`config.mk`:
```
export PLATFORM = sky130hd
export DESIGN_NAME = pipeline_sequencer_flat
export DESIGN_NICKNAME = d
export VERILOG_FILES = /design/src/rtl/pipeline_sequencer_if.sv /design/src/rtl/pipeline_sequencer.sv /design/src/flat_wrapper.sv
export SDC_FILE = /design/constraint.sdc
export NUM_CORES = 1
export LEC_CHECK = 0
export CELL_PAD_IN_SITES_DETAIL_PLACEMENT = 0
export CELL_PAD_IN_SITES_GLOBAL_PLACEMENT = 1
export CORE_AREA = 2 2 77 79
export DETAILED_ROUTE_END_ITERATION = 8
export DIE_AREA = 0 0 79 81
export PLACE_DENSITY = 0.83
export SLEW_MARGIN = 15
export SYNTH_ARGS = -nofsm -noshare
export SYNTH_HDL_FRONTEND = slang
export SYNTH_SLANG_ARGS = --single-unit
```
`constraint.sdc`:
```
create_clock -name i_clk -period 2.25 [get_ports i_clk]
set_clock_uncertainty 0.15 [all_clocks]
set_input_delay 0.45 -clock i_clk [delete_from_list [all_inputs] [get_ports i_clk]]
set_output_delay 0.45 -clock i_clk [all_outputs]
set_load 0.02 [all_outputs]
```
`src/rtl/pipeline_sequencer_if.sv`:
```
// Handshake bundle between the pipeline sequencer and the surrounding datapath:
// hazard/branch/memory/debug requests in, per-register enables and counters out.
interface pipeline_sequencer_if #(
    parameter int unsigned COUNT_W = 16
);
    logic               i_hazard_stall;
    logic               i_branch_taken;
    logic               i_mem_req;
    logic               i_mem_ready;
    logic               i_halt;
    logic               i_debug_step;
    logic               i_resume;
    logic               o_pc_we;
    logic               o_fd_we;
    logic               o_fd_flush;
    logic               o_de_we;
    logic               o_de_flush;
    logic               o_em_we;
    logic               o_mw_we;
    logic               o_mw_flush;
    logic               o_halted;
    logic [1:0]         o_state;
    logic [COUNT_W-1:0] o_stall_count;
    logic [COUNT_W-1:0] o_flush_count;

    modport master (
        output i_hazard_stall, i_branch_taken, i_mem_req, i_mem_ready,
               i_halt, i_debug_step, i_resume,
        input  o_pc_we, o_fd_we, o_fd_flush, o_de_we, o_de_flush, o_em_we,
               o_mw_we, o_mw_flush, o_halted, o_state, o_stall_count, o_flush_count
    );

    modport slave (
        input  i_hazard_stall, i_branch_taken, i_mem_req, i_mem_ready,
               i_halt, i_debug_step, i_resume,
        output o_pc_we, o_fd_we, o_fd_flush, o_de_we, o_de_flush, o_em_we,
               o_mw_we, o_mw_flush, o_halted, o_state, o_stall_count, o_flush_count
    );
endinterface

```
`src/rtl/pipeline_sequencer.sv`:
```
// 5-stage pipeline sequencing controller: stall/flush enables, halt/single-step
// debug sequencing and saturating stall/flush performance counters.
module pipeline_sequencer #(
    parameter int unsigned COUNT_W = 16
) (
    input logic                 i_clk,
    input logic                 i_reset,
    pipeline_sequencer_if.slave bus
);

    typedef enum logic [1:0] {
        StRun     = 2'd0,
        StMemWait = 2'd1,
        StHalt    = 2'd2,
        StStep    = 2'd3
    } state_e;

    state_e             state_q, state_d;
    state_e             ret_q, ret_d;
    logic [COUNT_W-1:0] stall_q, flush_q;

    logic mem_stall, mem_stall_act, stall_inc, flush_inc;
    logic pc_we, fd_we, fd_flush, de_we, de_flush, em_we, mw_we, mw_flush;

    assign mem_stall = bus.i_mem_req & ~bus.i_mem_ready;

    always_comb begin
        state_d       = state_q;
        ret_d         = ret_q;
        mem_stall_act = 1'b0;
        flush_inc     = 1'b0;
        stall_inc     = 1'b0;
        pc_we         = 1'b1;
        fd_we         = 1'b1;
        fd_flush      = 1'b0;
        de_we         = 1'b1;
        de_flush      = 1'b0;
        em_we         = 1'b1;
        mw_we         = 1'b1;
        mw_flush      = 1'b0;

        unique case (state_q)
            StRun, StStep: begin
                if (mem_stall) begin
                    mem_stall_act = 1'b1;
                    state_d       = StMemWait;
                    ret_d         = (state_q == StStep) ? StHalt : StRun;
                end else begin
                    // Taken branch outranks a hazard: the stalled instruction is squashed anyway.
                    if (bus.i_branch_taken) begin
                        fd_flush  = 1'b1;
                        de_flush  = 1'b1;
                        flush_inc = 1'b1;
                    end else if (bus.i_hazard_stall) begin
                        pc_we     = 1'b0;
                        fd_we     = 1'b0;
                        de_flush  = 1'b1;
                        stall_inc = 1'b1;
                    end
                    if (state_q == StStep || bus.i_halt) begin
                        state_d = StHalt;
                    end
                end
            end
            StHalt: begin
                if (mem_stall) begin
                    mem_stall_act = 1'b1;
                    state_d       = StMemWait;
                    ret_d         = StHalt;
                end else begin
                    pc_we    = 1'b0;
                    fd_we    = 1'b0;
                    de_flush = 1'b1;
                    if (bus.i_resume) begin
                        state_d = StRun;
                    end else if (bus.i_debug_step) begin
                        state_d = StStep;
                    end
                end
            end
            StMemWait: begin
                // Hazard and branch inputs are ignored on the release cycle.
                if (!bus.i_mem_ready) begin
                    mem_stall_act = 1'b1;
                end else begin
                    state_d = ret_q;
                end
            end
            default: state_d = StRun;
        endcase

        if (mem_stall_act) begin
            pc_we     = 1'b0;
            fd_we     = 1'b0;
            fd_flush  = 1'b0;
            de_we     = 1'b0;
            de_flush  = 1'b0;
            em_we     = 1'b0;
            mw_flush  = 1'b1;
            stall_inc = 1'b1;
        end
    end

    always_ff @(posedge i_clk or posedge i_reset) begin
        if (i_reset) begin
            state_q <= StRun;
            ret_q   <= StRun;
            stall_q <= '0;
            flush_q <= '0;
        end else begin
            state_q <= state_d;
            ret_q   <= ret_d;
            if (stall_inc && stall_q != '1) begin
                stall_q <= stall_q + COUNT_W'(1);
            end
            if (flush_inc && flush_q != '1) begin
                flush_q <= flush_q + COUNT_W'(1);
            end
        end
    end

    assign bus.o_pc_we       = pc_we;
    assign bus.o_fd_we       = fd_we;
    assign bus.o_fd_flush    = fd_flush;
    assign bus.o_de_we       = de_we;
    assign bus.o_de_flush    = de_flush;
    assign bus.o_em_we       = em_we;
    assign bus.o_mw_we       = mw_we;
    assign bus.o_mw_flush    = mw_flush;
    assign bus.o_halted      = (state_q == StHalt);
    assign bus.o_state       = state_q;
    assign bus.o_stall_count = stall_q;
    assign bus.o_flush_count = flush_q;

endmodule

```
`src/flat_wrapper.sv`:
```
// flat-port wrapper written by rule: the top's interface ports become plain ports
module pipeline_sequencer_flat 
#(
    parameter int unsigned COUNT_W = 16
)
  (i_clk, i_reset, bus_i_hazard_stall, bus_i_branch_taken, bus_i_mem_req, bus_i_mem_ready, bus_i_halt, bus_i_debug_step, bus_i_resume, bus_o_pc_we, bus_o_fd_we, bus_o_fd_flush, bus_o_de_we, bus_o_de_flush, bus_o_em_we, bus_o_mw_we, bus_o_mw_flush, bus_o_halted, bus_o_state, bus_o_stall_count, bus_o_flush_count);
  pipeline_sequencer_if #(.COUNT_W(COUNT_W)) bus_i ();
  input logic i_clk;
  input logic i_reset;
  input wire logic [$bits(bus_i.i_hazard_stall)-1:0] bus_i_hazard_stall;
  input wire logic [$bits(bus_i.i_branch_taken)-1:0] bus_i_branch_taken;
  input wire logic [$bits(bus_i.i_mem_req)-1:0] bus_i_mem_req;
  input wire logic [$bits(bus_i.i_mem_ready)-1:0] bus_i_mem_ready;
  input wire logic [$bits(bus_i.i_halt)-1:0] bus_i_halt;
  input wire logic [$bits(bus_i.i_debug_step)-1:0] bus_i_debug_step;
  input wire logic [$bits(bus_i.i_resume)-1:0] bus_i_resume;
  output wire logic [$bits(bus_i.o_pc_we)-1:0] bus_o_pc_we;
  output wire logic [$bits(bus_i.o_fd_we)-1:0] bus_o_fd_we;
  output wire logic [$bits(bus_i.o_fd_flush)-1:0] bus_o_fd_flush;
  output wire logic [$bits(bus_i.o_de_we)-1:0] bus_o_de_we;
  output wire logic [$bits(bus_i.o_de_flush)-1:0] bus_o_de_flush;
  output wire logic [$bits(bus_i.o_em_we)-1:0] bus_o_em_we;
  output wire logic [$bits(bus_i.o_mw_we)-1:0] bus_o_mw_we;
  output wire logic [$bits(bus_i.o_mw_flush)-1:0] bus_o_mw_flush;
  output wire logic [$bits(bus_i.o_halted)-1:0] bus_o_halted;
  output wire logic [$bits(bus_i.o_state)-1:0] bus_o_state;
  output wire logic [$bits(bus_i.o_stall_count)-1:0] bus_o_stall_count;
  output wire logic [$bits(bus_i.o_flush_count)-1:0] bus_o_flush_count;
  assign bus_i.i_hazard_stall = bus_i_hazard_stall;
  assign bus_i.i_branch_taken = bus_i_branch_taken;
  assign bus_i.i_mem_req = bus_i_mem_req;
  assign bus_i.i_mem_ready = bus_i_mem_ready;
  assign bus_i.i_halt = bus_i_halt;
  assign bus_i.i_debug_step = bus_i_debug_step;
  assign bus_i.i_resume = bus_i_resume;
  assign bus_o_pc_we = bus_i.o_pc_we;
  assign bus_o_fd_we = bus_i.o_fd_we;
  assign bus_o_fd_flush = bus_i.o_fd_flush;
  assign bus_o_de_we = bus_i.o_de_we;
  assign bus_o_de_flush = bus_i.o_de_flush;
  assign bus_o_em_we = bus_i.o_em_we;
  assign bus_o_mw_we = bus_i.o_mw_we;
  assign bus_o_mw_flush = bus_i.o_mw_flush;
  assign bus_o_halted = bus_i.o_halted;
  assign bus_o_state = bus_i.o_state;
  assign bus_o_stall_count = bus_i.o_stall_count;
  assign bus_o_flush_count = bus_i.o_flush_count;
  pipeline_sequencer #(.COUNT_W(COUNT_W)) u_core (.i_clk(i_clk), .i_reset(i_reset), .bus(bus_i));
endmodule
```
# After elaboration in Yosys (flattened, before gate mapping)

Cells that the tools add are included.

Word-level logic and storage cells: 62
Bits of input ports: 9
Register bits: 36
Output and inout bits: 43

Add/subtract/negate cells: 2
Equal/unequal tests: 10
Reduce and logical (&&, ||, !) cells: 9
Bitwise logic cells: 2
Mux-type cells: 35

Operators with widths:

| cell                                                                   | count |
|---|---|
| 16-bit by 1-bit adder with 16-bit output (second input constant)       | 2 |
| 16-bit != test (second input constant)                                 | 2 |
| 1-bit 2-to-1 mux                                                       | 21 |
| 2-bit 2-to-1 mux                                                       | 9 |
| 1-bit case mux with 2 select lines                                     | 3 |
| 2-bit case mux with 3 select lines                                     | 1 |
| 3-bit AND reduction                                                    | 2 |
| 2-bit equality test (second input constant)                            | 2 |
| 2-bit by 1-bit != test with 1-bit output (second input constant)       | 2 |
| 4-bit by 3-bit != test with 1-bit output (second input constant)       | 1 |
| 2-bit case mux with 2 select lines                                     | 1 |
| 3-bit by 1-bit != test with 1-bit output (second input constant)       | 1 |
| 3-bit OR reduction                                                     | 1 |
| 2-bit by 1-bit equality test with 1-bit output (second input constant) | 1 |
| 1-bit logical AND                                                      | 2 |
| 2-bit zero test                                                        | 1 |
| 2-bit != test (second input constant)                                  | 1 |
| 2-bit nonzero test                                                     | 1 |
| 2-bit OR reduction                                                     | 1 |
| 1-bit AND                                                              | 1 |
| 1-bit logical OR                                                       | 1 |
| 1-bit inverter                                                         | 1 |

# Longest topological paths before layout

Gate-level depths: netlist of the first run.

Word-level depth: 6
Mapped depth: 7
Depth with buffers taken out: 6

# Worst setup path before layout of the first run

No wires, ideal clock.

Path kind: register to output
Start: register u_core.state_q[0] (netlist: u_core.bus.o_state[0])
End: output port bus_o_pc_we
Data arrival time: 1627 ps
Cell stages (with the launch flop): 7
Path slack: 23 ps
Buffers on the path: 2
Data required time: 1650 ps
Path through: dfrtp_1 inv_1 ha_1 buf_2 a21oi_1 nor2_1 buf_4

Longest elaborated chain between the ends: 4
Elaborated cells on any way between the ends: 9
Those cells by class: eq/ne (3); mux (3); reduce/logical (3)

Ends and longest elaborated chain:

| item                                                                      | RTL line                  | text |
|---|---|---|
| from (decl)                                                               | pipeline_sequencer.sv:18  | `state_e state_q, state_d;` |
| from (signal assigned)                                                    | pipeline_sequencer.sv:106 | `state_q <= StRun;` |
| from (signal assigned)                                                    | pipeline_sequencer.sv:111 | `state_q <= state_d;` |
| 2-bit equality test / 2-bit zero test (equally long branches)             | n/a                       |  |
| 3-bit OR reduction (no line) / 2-bit OR reduction (equally long branches) | n/a                       |  |
| 1-bit case mux with 2 select lines                                        | pipeline_sequencer.sv:42  | `unique case (state_q)` |
| 1-bit 2-to-1 mux *                                                        | n/a                       |  |
| to (decl)                                                                 | flat_wrapper.sv:17        | `output wire logic [$bits(bus_i.o_pc_we)-1:0] bus_o_pc_we;` |

Every way passes the cells marked *; elsewhere a longest branch is shown, timed or not.

# Final worst setup path of the first run

Start: input port bus_i_mem_ready
End: output port bus_o_de_we

Longest elaborated chain between the ends: 5
Elaborated cells on any way between the ends: 6
Those cells by class: mux (4); bitwise (2)

Ends and longest elaborated chain:

| item                                 | RTL line                                           | text |
|---|---|---|
| from (decl)                          | flat_wrapper.sv:13                                 | `input wire logic [$bits(bus_i.i_mem_ready)-1:0] bus_i_mem_ready;` |
| 1-bit inverter                       | pipeline_sequencer.sv:25                           | `assign mem_stall = bus.i_mem_req & ~bus.i_mem_ready;` |
| 1-bit AND                            | pipeline_sequencer.sv:25                           |  |
| 1-bit 2-to-1 mux                     | pipeline_sequencer.sv:44, pipeline_sequencer.sv:66 |  |
| 1-bit case mux with 2 select lines * | pipeline_sequencer.sv:42                           |  |
| 1-bit 2-to-1 mux *                   | pipeline_sequencer.sv:92                           | `if (mem_stall_act) begin` |
| to (decl)                            | flat_wrapper.sv:20                                 | `output wire logic [$bits(bus_i.o_de_we)-1:0] bus_o_de_we;` |

Marked as above.

==> reports/metrics.cfg, run 1 <==
[yosys]
ys_types=44
synth_largest_area_cell=dfrtp_1
synth_edf_count=0
synth_nets=218
yosysWarnings=0
syn_area_per_cell_sq_um=9.90
postSynth.asyncResetShare_pct=100
netlist_area_sq_um=2010
synth-seq-area-share_pct=43.6
yosysTopAreaCellShare_pct=43.6
syn_inst=203
yosys-top-cells-area=dfrtp_1, xor2_1, ha_1
synth_commonest_cells=dfrtp_1, xor2_1, nand2_1, nand4_1
ys_ff_latch=35
synth.most_common_cell=dfrtp_1
ys.flop_type=dfrtp_1

[min_path]
min_to=u_core.bus.o_stall_count[15]$_DFFE_PP0P_
holdPathStages=1
hold_path_class=flop to flop
worstHoldStart=u_core.bus.o_stall_count[15]$_DFFE_PP0P_

[drt]
routed_wl_microns=4800
drtIter0Drc=96
final_antenna_net_count=0
routed_via_density=4.91
vias=1720
drc=0
wire_per_inst_microns=13.7
drt-pass1-iter-count=4

[sta]
whs_ns=0.346
setup_viol=0
rsz0062_at_grt=no
hold_violations=0
finalCritPeriodShare_pct=97.8
final.min_clock_period_ns=2.20
fmax_mhz=455
fin_setup_tns_ns=0
drv_slew=0

[clocking]
root_buffer=clkbuf_8
hold_buffers=0
insertion_delay_ns=0.29
cts_tree=built
numCtsBuffers=5
clk_pin_slew_ns=0.07
htreeDepth=2
cts.sinks=35
clock_path_buffers=2

[grt]
grt_use_total_pct=15.9
grt_pass1_vias=1657
antenna_found_initial=0
grt_start_max_net_pins=36
grt_pass1_wl_microns=8020
grt_remaining_overflow=0

[setup_path]
worst_ep_required_time_ns=1.65
timing.rr.start=u_core.bus.o_state[1]$_DFFE_PP0P_
crit_fanout=4
critPathLaunchType=input port
rrSetupSlack_ns=0.12
cp_cell_sequence=clkdlybuf4s50_1 -> buf_4 -> o21ba_4 -> inv_1 -> buf_4 -> buf_2
path_class=input port to output port
cp_slowest_cell=clkdlybuf4s50_1
slowest_delay_ns=0.43
crit_top_cell=buf_4
crit_family=buffers and inverters
regToRegEndpoint=u_core.bus.o_stall_count[15]$_DFFE_PP0P_
rr_worst_depth=7
end_kind=output port
crit_buf_inv=5
worstPathArrival_ns=1.60

[floorplanning]
boundaryPins=52
dieArea_sq_um=6400
fp.dieH_microns=81
die_x_microns=79
row_count=28
start_util_pct=35.4
coreArea_sq_um=5680

[final_layout]
antenna_cells=0
fin_cells=350
post-route-util_pct=50.0
layout-drive-gt1-share_pct=19.3
nets=289
final_area_sq_um=2840
filler_cell_count=552
synthToLayoutAreaGrowth_pct=41.1

[placed_design]
place_congestion=0.811
io_buffers=50
dpl-instance-area_sq_um=2720
dp_hpwl_microns=3470
dp_cells=341

[power_and_ir_drop]
leakage_uw=0.00128
power_density_nw_per_um2=1050
vdd_drop_max_mv=0.589

[outcome]
status=finished, final reports clean

[run]
max_cap_violations=0

-- power breakdown --
part | internal (uW) | switching, uW | total [uW]
Sequential | 774 | 182 | 956
Clock | 280 | 237 | 517
Combinational | 754 | 750 | 1500
-- area by class of cell --
cell class / count / area (sq um) / area share, %
multi-input combinational: 150 / 1080 / 38.2
sequential: 35 / 876 / 30.9
timing repair buffer: 75 / 657 / 23.2
clock buffer: 8 / 100 / 3.53
tap: 75 / 93.8 / 3.31
inverter: 7 / 26.3 / 0.927
-- sequential cells by signal (all words and copies together), names as in the netlist --
name and flops:
u_core.bus.o_flush_count 16, u_core.ret_q 1, u_core.bus.o_state 2, u_core.bus.o_stall_count 16
-- cells by family after synthesis --
| group | Yosys count | synth area share [%] |
|---|---|---|
| other cells | 1 | 0.187 |
| flops | 35 | 43.6 |
| mux | 5 | 2.86 |
| buf+inv | 18 | 4.30 |
| compound gates | 29 | 8.97 |
| fa+ha+maj | 6 | 3.74 |
| xor+xnor | 25 | 10.9 |
| simple gates | 84 | 25.5 |
-- stage by stage --
stage               total power [uW]  worst slack [ns]
floorplan                       1730            0.0227
global placement                2440            -0.410
detailed placement              2460            -0.427
CTS                             3010         0.0000313
global route                    3170           0.00127
finish                          2980            0.0503
-- timing repair --
item                       in CTS  in global routing
buffers inserted                1                  0
cloned                          0                  0
gates resized for setup        32                  6
setup endpoints to repair      20                 16
-- worst max-delay path by stage --
| stage | cells past startpoint | end | slack (ns) | start |
|---|---|---|---|---|
| detailed placement | 6 | bus_o_pc_we | -0.43 | bus_i_mem_ready |
| finish | 6 | bus_o_de_we | 0.05 | bus_i_mem_ready |
| floorplan | 6 | bus_o_pc_we | 0.02 | u_core.bus.o_state[0]$_DFFE_PP0P_ |
| CTS | 6 | bus_o_pc_we | 0.00003 | bus_i_mem_req |
| global placement | 6 | bus_o_pc_we | -0.41 | bus_i_mem_ready |
| global route | 6 | bus_o_em_we | 0.001 | bus_i_mem_ready |
-- per-layer routing --
layer	global-route usage (%)	routed length, microns	up-vias	part of all wire, %
li1	-	-	869	-
met1	23.4	2460	806	51
met2	23.0	2090	39	43
met4	6.03	78	0	1.6
met5	0	0	-	0
met3	3.11	180	6	3.7
-- worst reg2reg max path: cells and delay by family (launching register included) --
kind,cells,cell delay [ns]
simple gates,2,0.62
flops,1,0.39
fa+ha+maj,1,0.30
buf+inv,2,0.27
compound gates,1,0.17
xor+xnor,1,0.17
-- cells in the final DEF (no fill, tap or decap), types with 8 or more instances in the layout --
cell             count
xor2_1              17
nor3_1               8
buf_4               26
nand2_1             16
xnor2_1              8
dfrtp_1             35
nand4_1             10
clkdlybuf4s50_1     41
nand3_1              9
Note: power is estimated with default switching activity, not from simulation.
==> run 2: changes to the inputs <==
Settings changed: HOLD_SLACK_MARGIN from default to 0.03.
==> results of run 2 <==
Same layout as run 1: the final DEF is identical, and so are final timing and power.
==> run 3: changes to the inputs <==
Settings changed: CTS_CLUSTER_SIZE from default to 16.
==> results of run 3 <==
Same layout as run 1: the final DEF is identical, and so are final timing and power.
